**config.mk**
```make
export PLATFORM = sky130hd
export DESIGN_NAME = conv_window_sequencer
export DESIGN_NICKNAME = d
export VERILOG_FILES = /design/src/rtl/conv_pkg.sv /design/src/rtl/conv_window_sequencer.sv
export SDC_FILE = /design/constraint.sdc
export NUM_CORES = 1
export LEC_CHECK = 0
export CORE_MARGIN = 8
export CORE_UTILIZATION = 37
export DETAILED_ROUTE_END_ITERATION = 10
export MAX_ROUTING_LAYER = met4
export PLACE_DENSITY = 0.87
export SETUP_SLACK_MARGIN = 0.05
export SYNTH_ARGS = -nofsm -noshare
export SYNTH_HDL_FRONTEND = slang
export SYNTH_SLANG_ARGS = --single-unit
```
**constraint.sdc**
```tcl
create_clock -name clk -period 3.2 [get_ports clk]
set_input_delay 0.64 -clock clk [delete_from_list [all_inputs] [get_ports clk]]
set_output_delay 0.64 -clock clk [all_outputs]
set_load 0.01 [all_outputs]
```
**src/rtl/conv_pkg.sv**
```systemverilog
// Shared definitions for the convolution front end.
//
// Contents:
//   seqState_e  - frame sequencer state encoding (IDLE, RUN, DRAIN, DONE)
//   K_DIM       - window side, fixed at 3
//   slotIndex() - flat window slot index k = r*K_DIM + c, r=0 is the oldest row
package conv_pkg;

  typedef enum logic [1:0] {
    IDLE  = 2'd0,
    RUN   = 2'd1,
    DRAIN = 2'd2,
    DONE  = 2'd3
  } seqState_e;

  localparam int K_DIM = 3;

  function automatic int slotIndex(input int r, input int c);
    return r * K_DIM + c;
  endfunction

endpackage

```
**src/rtl/conv_window_sequencer.sv**
```systemverilog
// Frame-level controller for the 3x3 line-buffer window generator.
//
// Accepts a raster pixel stream (valid/ready), feeds the line buffer enable
// and data, stalls it under downstream backpressure, masks edge and
// wrap-around windows, tags legal windows with their top-left coordinates,
// and pushes IMG_W dummy pixels at frame end so the line buffer write
// pointer is realigned to 0 for the next frame.
//
// Ports:
//   clk, rst_n          clock, asynchronous active-low reset
//   start               one-cycle pulse, begins a frame when idle
//   s_valid/s_ready     input pixel handshake, s_data signed pixel
//   lb_en/lb_data       line buffer enable and write data
//   lb_win              line buffer window (slot k = r*3+c, r=0 oldest row)
//   m_valid/m_ready     window handshake, m_win pass-through of lb_win
//   m_row/m_col         top-left coordinates of the emitted window
//   busy                high in every state except IDLE
//   frame_done          one-cycle pulse at end of frame
module conv_window_sequencer
  import conv_pkg::*;
#(
  parameter  int DATA_W = 8,
  parameter  int IMG_W  = 9,
  localparam int WIN_W  = K_DIM * K_DIM * DATA_W,
  localparam int CW     = $clog2(IMG_W)
) (
  input  logic              clk,
  input  logic              rst_n,
  input  logic              start,
  input  logic              s_valid,
  input  logic [DATA_W-1:0] s_data,
  output logic              s_ready,
  output logic              lb_en,
  output logic [DATA_W-1:0] lb_data,
  input  logic [WIN_W-1:0]  lb_win,
  output logic              m_valid,
  input  logic              m_ready,
  output logic [WIN_W-1:0]  m_win,
  output logic [CW-1:0]     m_row,
  output logic [CW-1:0]     m_col,
  output logic              busy,
  output logic              frame_done
);

  localparam logic [CW-1:0] LAST_IDX = CW'(IMG_W - 1);
  localparam logic [CW-1:0] TWO      = CW'(2);
  localparam logic [CW-1:0] ONE      = CW'(1);

  seqState_e         state_q, state_d;
  logic [CW-1:0]     row_q, row_d;
  logic [CW-1:0]     col_q, col_d;
  logic [CW-1:0]     prevRow_q, prevRow_d;
  logic [CW-1:0]     prevCol_q, prevCol_d;
  logic              prevVld_q, prevVld_d;
  logic [CW-1:0]     drainCnt_q, drainCnt_d;
  logic              mValid_q, mValid_d;
  logic [CW-1:0]     mRow_q, mRow_d;
  logic [CW-1:0]     mCol_q, mCol_d;

  logic              enOk;
  logic              lbEn;
  logic [DATA_W-1:0] lbData;
  logic              sReady;
  logic              frameDone;

  // The line buffer window moves on every enable, so enables are only
  // allowed when the current window slot is empty or being consumed.
  assign enOk = !mValid_q || m_ready;

  // Next-state logic: sequencing, coordinate counters and the window tag.
  always_comb begin
    state_d    = state_q;
    row_d      = row_q;
    col_d      = col_q;
    prevRow_d  = prevRow_q;
    prevCol_d  = prevCol_q;
    prevVld_d  = prevVld_q;
    drainCnt_d = drainCnt_q;
    mValid_d   = mValid_q;
    mRow_d     = mRow_q;
    mCol_d     = mCol_q;
    lbEn       = 1'b0;
    lbData     = '0;
    sReady     = 1'b0;
    frameDone  = 1'b0;

    case (state_q)
      IDLE: begin
        if (start) begin
          state_d    = RUN;
          row_d      = '0;
          col_d      = '0;
          drainCnt_d = '0;
          prevVld_d  = 1'b0;
        end
      end
      RUN: begin
        sReady = enOk;
        lbEn   = s_valid && enOk;
        lbData = s_data;
        if (lbEn) begin
          prevRow_d = row_q;
          prevCol_d = col_q;
          prevVld_d = 1'b1;
          if (col_q == LAST_IDX) begin
            col_d = '0;
            if (row_q == LAST_IDX) begin
              row_d      = '0;
              drainCnt_d = '0;
              state_d    = DRAIN;
            end else begin
              row_d = row_q + ONE;
            end
          end else begin
            col_d = col_q + ONE;
          end
        end
      end
      DRAIN: begin
        // Zero pixels flush the last window out and bring the frame length
        // to a multiple of IMG_W, keeping the line buffer aligned.
        lbEn = enOk;
        if (lbEn) begin
          prevVld_d = 1'b0;
          if (drainCnt_q == LAST_IDX) begin
            drainCnt_d = '0;
            state_d    = DONE;
          end else begin
            drainCnt_d = drainCnt_q + ONE;
          end
        end
      end
      DONE: begin
        if (!mValid_q) begin
          frameDone = 1'b1;
          state_d   = IDLE;
        end
      end
      default: state_d = IDLE;
    endcase

    // The window visible after this enable ends at the previously accepted
    // pixel, so the tag is built from the prev_* registers, not the counters.
    if (lbEn) begin
      mValid_d = prevVld_q && (prevRow_q >= TWO) && (prevCol_q >= TWO);
      mRow_d   = prevRow_q - TWO;
      mCol_d   = prevCol_q - TWO;
    end else begin
      mValid_d = mValid_q && !m_ready;
    end
  end

  // State and tag registers.
  always_ff @(posedge clk or negedge rst_n) begin
    if (!rst_n) begin
      state_q    <= IDLE;
      row_q      <= '0;
      col_q      <= '0;
      prevRow_q  <= '0;
      prevCol_q  <= '0;
      prevVld_q  <= 1'b0;
      drainCnt_q <= '0;
      mValid_q   <= 1'b0;
      mRow_q     <= '0;
      mCol_q     <= '0;
    end else begin
      state_q    <= state_d;
      row_q      <= row_d;
      col_q      <= col_d;
      prevRow_q  <= prevRow_d;
      prevCol_q  <= prevCol_d;
      prevVld_q  <= prevVld_d;
      drainCnt_q <= drainCnt_d;
      mValid_q   <= mValid_d;
      mRow_q     <= mRow_d;
      mCol_q     <= mCol_d;
    end
  end

  assign s_ready    = sReady;
  assign lb_en      = lbEn;
  assign lb_data    = lbData;
  assign m_valid    = mValid_q;
  assign m_win      = lb_win;
  assign m_row      = mRow_q;
  assign m_col      = mCol_q;
  assign busy       = (state_q != IDLE);
  assign frame_done = frameDone;

endmodule

```
Word-level counts from Yosys, hierarchy flattened
Index checks and enable logic that the tools add are counted.
{ "word_totals": {"reg_bits": 32, "inputBits": 85, "output_inout_bits": 93} }
{ "op_classes": {"addsub": 5, "order_cmp": 2, "eq_ne": 13, "mux": 32, "reduce_logical": 17} }
{ "op_table": {"columns": ["cell", "n"], "rows": [
  ["4-bit 2-to-1 mux", 11],
  ["4-bit case mux with 2 select lines", 2],
  ["2-bit 2-to-1 mux", 7],
  ["2-bit != test (second input constant)", 7],
  ["4-bit by 1-bit adder with 4-bit output (second input constant)", 3],
  ["4-bit equality test (second input constant)", 3],
  ["4-bit case mux with 3 select lines", 1],
  ["4-bit by 2-bit greater-or-equal comparator with 1-bit output (second input constant)", 2],
  ["8-bit 2-to-1 mux", 1],
  ["2-bit case mux with 4 select lines", 1],
  ["4-bit AND reduction", 2],
  ["4-bit by 2-bit subtractor with 4-bit output (second input constant)", 2],
  ["1-bit 2-to-1 mux", 7],
  ["7-bit AND reduction", 1],
  ["6-bit AND reduction", 1],
  ["2-bit equality test (second input constant)", 2],
  ["1-bit logical AND", 4],
  ["2-bit nonzero test", 2],
  ["1-bit case mux with 3 select lines", 1],
  ["3-bit AND reduction", 1],
  ["3-bit nonzero test", 1],
  ["2-bit by 1-bit equality test with 1-bit output (second input constant)", 1],
  ["1-bit logical NOT", 2],
  ["2-bit logical NOT", 1],
  ["other kinds (3)", 3]
]} }

Depth between registers and ports, before layout
{ "logic_depth": {"word_depth": 5, "ltp_mapped": 7, "mapped_depth_nobuf": 6} }

Worst setup path before layout
Ideal clock, no wire load.
{ "synth_timing": {"kind": "register to output", "from": "register state_q[1]", "to": "output lb_en", "t_arrival_ns": 1.418, "required_ns": 2.560, "path_slack_ns": 1.142, "stages_incl_launch_ff": 7, "path_cell_list": "dfrtp_1 -> inv_1 -> ha_1 -> a21o_1 -> nand3_1 -> clkbuf_1 -> inv_1"} }
{ "synth_between": {"elab_chain_len": 2, "elab_cells_between_ends": 3, "classes_between": "2 x eq/ne; 1 x mux"} }
{ "synth_rtl": {"columns": ["element", "line", "source"], "rows": [
  ["start: declaration", "conv_window_sequencer.sv:49", "seqState_e state_q, state_d;"],
  ["start signal: assignment", "conv_window_sequencer.sv:167", "state_q <= state_d;"],
  ["2-bit equality test or 2-bit by 1-bit equality test with 1-bit output (tied branches)", "conv_window_sequencer.sv:87", "case (state_q)"],
  ["1-bit case mux with 2 select lines *", "conv_window_sequencer.sv:87", null],
  ["end: declaration", "conv_window_sequencer.sv:33", "output logic lb_en,"]
]} }
Mark *: on every way between the ends. The rest lies on a longest branch, timed or not.

Worst setup path after layout
{ "layout_timing": {"from": "input m_ready", "to": "output lb_en"} }
{ "layout_between": {"elab_chain_len": 3} }
{ "layout_rtl": {"columns": ["element", "line", "source"], "rows": [
  ["start: declaration", "conv_window_sequencer.sv:37", "input logic m_ready,"],
  ["1-bit logical OR *", "conv_window_sequencer.sv:68", "assign enOk = !mValid_q || m_ready;"],
  ["1-bit logical AND", "conv_window_sequencer.sv:99", "lbEn = s_valid && enOk;"],
  ["1-bit case mux with 2 select lines *", "conv_window_sequencer.sv:87", null]
]} }
Marks and branches as above.

==> run summary <==
The number of buffers and inverters on the critical path was 3; the combined area of all synthesized cells was 2332 um2. The most used flip-flop cell after synthesis was dfrtp_1. For the met2 usage, the log shows 0.1461. The area of the core is 6205 um2.

In this run the deepest clock path goes through 2 buffers. The share of the synthesized area in the top cell type was 0.3433; the routed wire length was 4386 um. In the routed design, unresolved DRC markers number 0.

On the worst path, the slowest cell contributes a delay of 540 ps. STA classifies the critical path startpoint as an input port. The post-CTS setup-driven buffer insertion count is 0. The leftover overflow at the end of global routing was 0; the hold slack was 480.7 ps. By instance count, the cell type seen most on the critical path is clkdlybuf4s50_1. The global-route track usage on met1 was 0.1195; the maximum net fanout on the critical path was 5.

After synthesis, the cell types taking the most area are dfrtp_1, buf_4, ha_1. The worst slew slack as a fraction of its limit was 0.6436. The tools report the critical register-to-register path endpoint as state_q[1].

CTS placed an instance of clkbuf_8 at the clock tree root. The transition time at the pin with the least slew margin is 531.0 ps. The logs give 32 for the number of sinks driven by the clock tree and 0.3433 for the part of the Yosys area used for sequential elements.

Most used standard cell by instance count after synthesis: buf_4. The tools report the maximum resistive drop on vdd as 0.0004995 V. For the via count of the first global-routing pass, the log shows 1462.

The logs give 2210 ps for the worst endpoint data arrival time and 1.038 nW for the leakage dissipation. Synthesis produced 250 cells. The run gives 9.657 ps as the setup skew after layout. Layout cell share with drive strength beyond 1: 0.1187.

The number of synthesized register bits was 32; the total count of max-transition violations in the final report was 0. In the final timing run, aggregate negative setup slack is 0 ps. TritonCTS built the clock tree. The worst setup path is captured at an output port.

The number of cells on the worst reg-to-reg path came out at 7. The logs give 0 for the number of endpoints with negative hold slack in the final report and 0.3759 for the effective utilization at floorplan. The worst setup path is of the input port to output port kind.

The Yosys step of the flow raised 0 warnings. CTS built an H-tree with a depth of 2. The count of buffers added on input and output ports is 33.

The proportion of synthesized flip-flops having asynchronous set or reset is 1.000, and the period utilization is 0.8903. The signal on the critical path passes through clkdlybuf4s50_1, nand2b_1, nand3_1, inv_1, clkdlybuf4s50_1. The die covers 9100 um2. The worst hold path was traced through 2 stages. The clock period minus worst slack is 2849 ps. The count of endpoints failing setup in the final report is 0, and the number of design-rule violations left by the first detailed-router iteration is 89.

Before antenna repair, the detailed router went through 4 iterations. The sum of net half-perimeters after detailed placement was 3403 um. The global routing stage identified its most utilized layer as met2. Once the clock tree was built, the resizer swapped 0 gates to a different size. Compared with the post-synthesis result, the final layout area differs by -0.4291%.

The cell type with the highest aggregate area in the netlist was dfrtp_1. For the number of max-capacitance violations reported, the log shows 0. Clock tree synthesis inserted a total of 5 buffers. The synthesized design contains 0 enable-type register cells. For the global-route wire length before repair, the log shows 7051 um. The path with the worst hold slack has its endpoint at m_row[1]. Global routing usage on met3: 0.04567. The initialized floorplan defines 29 standard-cell rows.

The power per unit of standard cell area works out to 907.9 nW/um2. The number of diodes added for antenna fixing was 0. The upper clock frequency limit is 351.0 MHz. Entering global routing, the biggest net connects 33 pins.

The final net count was 316. The commonest cells after synthesis are buf_4, dfrtp_1, o21ai_0. Dividing the detail-routed via count by the number of cells gives 5.037.

Setup repair after global routing left no endpoint under its margin. The tools report the global routing usage summed across all routing layers as 0.09922. Counting distinct cell types in the post-synthesis netlist gives 45. Average wire per cell in the routed design: 14.82 um.

Final-layout fill cell count: 623. Dividing the synthesized area by the synthesized cell count gives 9.329 um2. Clock-pin slew was measured on the worst setup and hold paths at 60 ps. Once detail routing completed, the nets flagged for antenna violations numbered 0.

The die is 95.40 um tall. The master of the slowest instance on the critical path is clkdlybuf4s50_1. The clock latency at the later pin of the worst-skew pair was 280 ps. For the final weighted congestion in routability-driven placement, the log shows 0.8266. The tools report the number of antenna violations at the first check in global routing as 0. The startpoint identified for the worst hold timing path is m_row[1]. Grouping stages by cell kind, the critical path spends the most delay in buffers and inverters. The flop-to-flop setup slack is 1130 ps. The synthesized netlist net count is 348. The data required time at the worst endpoint was 2560 ps.

The launching point of the worst reg2reg path is state_q[1]. The path class of the tightest hold or removal check is register to register. Horizontal die dimension: 95.40 um. Number of hold buffers added after cts: 0.

For this design the top-level I/O count stands at 178. The routed layout has 1491 vias. The flow ran to the end, and the final reports show no timing, DRC or antenna violations.
-- cells in the final DEF, fill, tap and decap left out, drive strengths merged --
master	n
xnor2	2
nand4	2
dfrtp	32
nand3b	1
nand3	6
buf	3
or2	2
o21ai	22
o22a	1
nor2	6
a211o	1
a41oi	1
and3b	2
o221ai	1
a21o	2
nand2	17
clkdlybuf4s50	33
clkinvlp	1
o41ai	3
o311ai	1
o211ai	1
nor2b	4
mux2i	2
a22o	2
ha	13
clkbuf	7
or3	3
inv	17
nand4b	2
and2	8
nand2b	4
mux2	8
o31ai	3
a21oi	2
nor3	3
nor4	1
-- report_power, final --
part           total (W)  switching, W  internal [W]
Clock           0.000319      0.000145      0.000175
Combinational    0.00112      0.000575      0.000543
Sequential      0.000671      0.000117      0.000554
-- flip-flops by register name, indices dropped and copies added, names as in the netlist --
name / count
prevVld_q: 1
prevCol_q: 4
prevRow_q: 4
drainCnt_q: 4
state_q: 2
m_valid: 1
row_q: 4
m_col: 4
col_q: 4
m_row: 4
-- metrics by stage --
| step | instance area [um2] | std cells | setup WS, ps | power (W) | utilization |
|---|---|---|---|---|---|
| final | 2322 | 296 | 351.1 | 0.002108 | 0.3743 |
| after global routing | 2322 | 296 | 296.8 | 0.002287 | 0.3743 |
| after CTS | 2322 | 296 | 368.8 | 0.002132 | 0.3743 |
| after detailed placement | 2228 | 288 | 370.4 | 0.001805 | 0.3591 |
| after global placement | 2228 | 288 | 408.7 | 0.001751 | 0.3591 |
| after floorplan | 2332 | 250 | 1142 | 0.001455 | - |
-- cell families (layout without fill, tap and decap cells) --
group | count (synthesis) | after routing | synth area share
xor gates and xnor gates | 2 | 2 | 0.007512
muxes | 10 | 10 | 0.04882
buffers and inverters | 92 | 61 | 0.2645
AOI/OAI and AO/OA | 40 | 40 | 0.1164
DFF | 32 | 32 | 0.3433
and+or+nand+nor | 61 | 61 | 0.1497
adders and majority gates | 13 | 13 | 0.06974
-- final cells by class --
type	count	area [um2]	share of cell area
Multi-Input combinational cell	126	914.6	0.3939
Sequential cell	32	800.8	0.3448
Timing Repair Buffer	36	352.8	0.1519
Tap cell	77	96.34	0.04149
Clock buffer	7	86.33	0.03718
Inverter	17	63.81	0.02748
Clock inverter	1	7.507	0.003233
-- worst register-to-register path, stage by stage, from the launching register on --
cell and delay (ps):
dfrtp_1 440, inv_1 100, ha_1 270, buf_4 210
inv_2 100, a41oi_2 310, nand4b_4 220, mux2_4 300
-- worst max-delay path by stage --
stage	startpoint	end	slack [ps]	cells after the start
floorplan	state_q[1]	lb_en	1140	6
global placement	m_ready	lb_en	410	5
detailed placement	m_ready	lb_en	370	5
CTS	m_ready	lb_en	370	5
global route	m_ready	lb_en	300	5
finish	m_ready	lb_en	350	5
-- routing by layer --
metal,share of wire,vias up
met4,0.0052,0
met1,0.44,718
met5,0,-
met3,0.11,6
li1,-,700
met2,0.45,67
No activity file was read; power rests on OpenSTA's default activity.
==> edit: new RTL, config.mk and constraints unchanged <==
The parameter `IMG_W` goes from 9 to 7.
--- a/src/rtl/conv_window_sequencer.sv
+++ b/src/rtl/conv_window_sequencer.sv
@@ -21,5 +21,5 @@
 #(
   parameter  int DATA_W = 8,
-  parameter  int IMG_W  = 9,
+  parameter  int IMG_W  = 7,
   localparam int WIN_W  = K_DIM * K_DIM * DATA_W,
   localparam int CW     = $clog2(IMG_W)
Interface: changed (resized m_col and m_row); port bits go from 178 to 176. The function was not compared with the original's and may differ.
==> edit against the original RTL <==
Cell area shrank 19%. Clock skew shrank 0.0077 ns. Wire length shrank 20%. Register-to-register slack gained 0.04 ns. Die area shrank 13%. Sequential power shrank 19%. Total power shrank 20%. Cell count shrank 17%. Setup slack gained 0.13 ns. Sequential cell count shrank 7. Area after synthesis shrank 16%. Largest cell class unchanged.
==> edit: results (changes against the original RTL) <==
Status: finished, final reports clean
Vias in the first global route: 1228 (-16%)
Reg2reg start: state_q[0]$_DFFE_PN0P_
Cell at the root of the clock tree: sky130_fd_sc_hd__clkbuf_8
Fraction of layout instances using a drive strength above 1: 12.4% (+0.56 points)
CTS Buf Count: 3 (-2)
Overall routing resource usage: 9.30% (-0.62 points)
Met2 Routed Length: 1760 um (-10%)
Buffers added on ports: 31 (-6.1%)
Cell types with the highest counts after synthesis: sky130_fd_sc_hd__buf_4, sky130_fd_sc_hd__dfrtp_1, sky130_fd_sc_hd__nand2_1, sky130_fd_sc_hd__inv_1, sky130_fd_sc_hd__o21ai_0
Metal-1 WL: 1340 um (-30%)
XOR/XNOR Fraction of Synth Area: 0% (-0.75 points)
Destination of the worst register-to-register timing path: col_q[2]$_DFFE_PN0P_
Max Clock Skew: 0.00193 ns (-0.00772 ns)
Total placed cells including tap cells: 243 (-16%)
Avg Cell Area, Syn: 9.18 um2 (-1.6%)
Detailed router's first-iteration violation count: 117 (+31%)
Reported leakage power: 0.864 nW (-17%)
Routed length per instance: 14.3 um (-3.8%)
Clock network fraction of total power: 11.1% (-4.1 points)
Length in cells of the worst reg-to-reg path: 6 (-1)
Count of H-tree levels built during CTS: 1 (-1)
Number of nets in the layout: 271 (-14%)
Synthesized-area fraction occupied by ao, oa, aoi and oai cells: 12.4% (+0.72 points)
Number of filler instances in the final layout: 524 (-16%)
Met3 WL: 293 um (-38%)
Register-to-register setup slack: 1.17 ns (+0.04 ns)
Largest vdd supply drop: 0.000253 V (-49%)
Pin count of the biggest net entering global routing: 26 (-21%)
Fraction of the mapped netlist area in adder cells: 5.10% (-1.9 points)
Via density per instance: 5.01 (-0.50%)
Largest cells by area after synthesis: sky130_fd_sc_hd__dfrtp_1, sky130_fd_sc_hd__buf_4, sky130_fd_sc_hd__ha_1
Worst Tran Pin Value: 0.628 ns (+0.0974 ns)
Placed wire-length estimate: 2750 um (-19%)
Post-synthesis sequential area ratio: 31.8% (-2.5 points)
WP data arrival: 2.08 ns (-0.13 ns)
Gp weighted congestion: 0.836 (+1.1%)
edit: cell count changes in the layout (fill, tap and decap cells not counted), moves of 3 or more:
cell / unedited run / this run
sky130_fd_sc_hd__o21ai_0: 20 / 11
sky130_fd_sc_hd__dfrtp_1: 32 / 25
sky130_fd_sc_hd__ha_1: 13 / 8
sky130_fd_sc_hd__clkbuf_8: 6 / 3
sky130_fd_sc_hd__or3_1: 3 / 0
edit: per-layer routing:
| metal | GRT usage [%] | vias up |
|---|---|---|
| li1 | - | 566 |
| met1 | 9.02 | 603 |
| met2 | 14.8 | 51 |
| met3 | 3.62 | 18 |
| met4 | 7.07 | 0 |
| met5 | - | - |
edit: worst reg2reg max path, cell delays in order (launching register included):
cell                       delay, ns
sky130_fd_sc_hd__dfrtp_1        0.41
sky130_fd_sc_hd__inv_1          0.11
sky130_fd_sc_hd__ha_1           0.28
sky130_fd_sc_hd__nand2b_1       0.17
sky130_fd_sc_hd__a21boi_0       0.46
sky130_fd_sc_hd__nand2_1        0.19
sky130_fd_sc_hd__a22o_2         0.30
edit: layout make-up:
class                      instances  area [um2]  share of cell area, %
sequential                        25         626                   33.3
timing repair buffer              34         333                   17.7
multi-input combinational        100         734                   39.1
clock buffer                       4        45.0                   2.40
inverter                          14        52.6                   2.80
tap                               70        87.6                   4.66
edit: per-stage QoR:
step,worst slack (ns),instance area [um2],power [mW],hold slack (ns)
floorplan,1.06,1960,1.23,0.344
global placement,0.504,1830,1.47,0.460
detailed placement,0.462,1830,1.51,0.469
CTS,0.461,1880,1.70,0.488
global route,0.403,1880,1.83,0.527
finish,0.478,1880,1.69,0.482
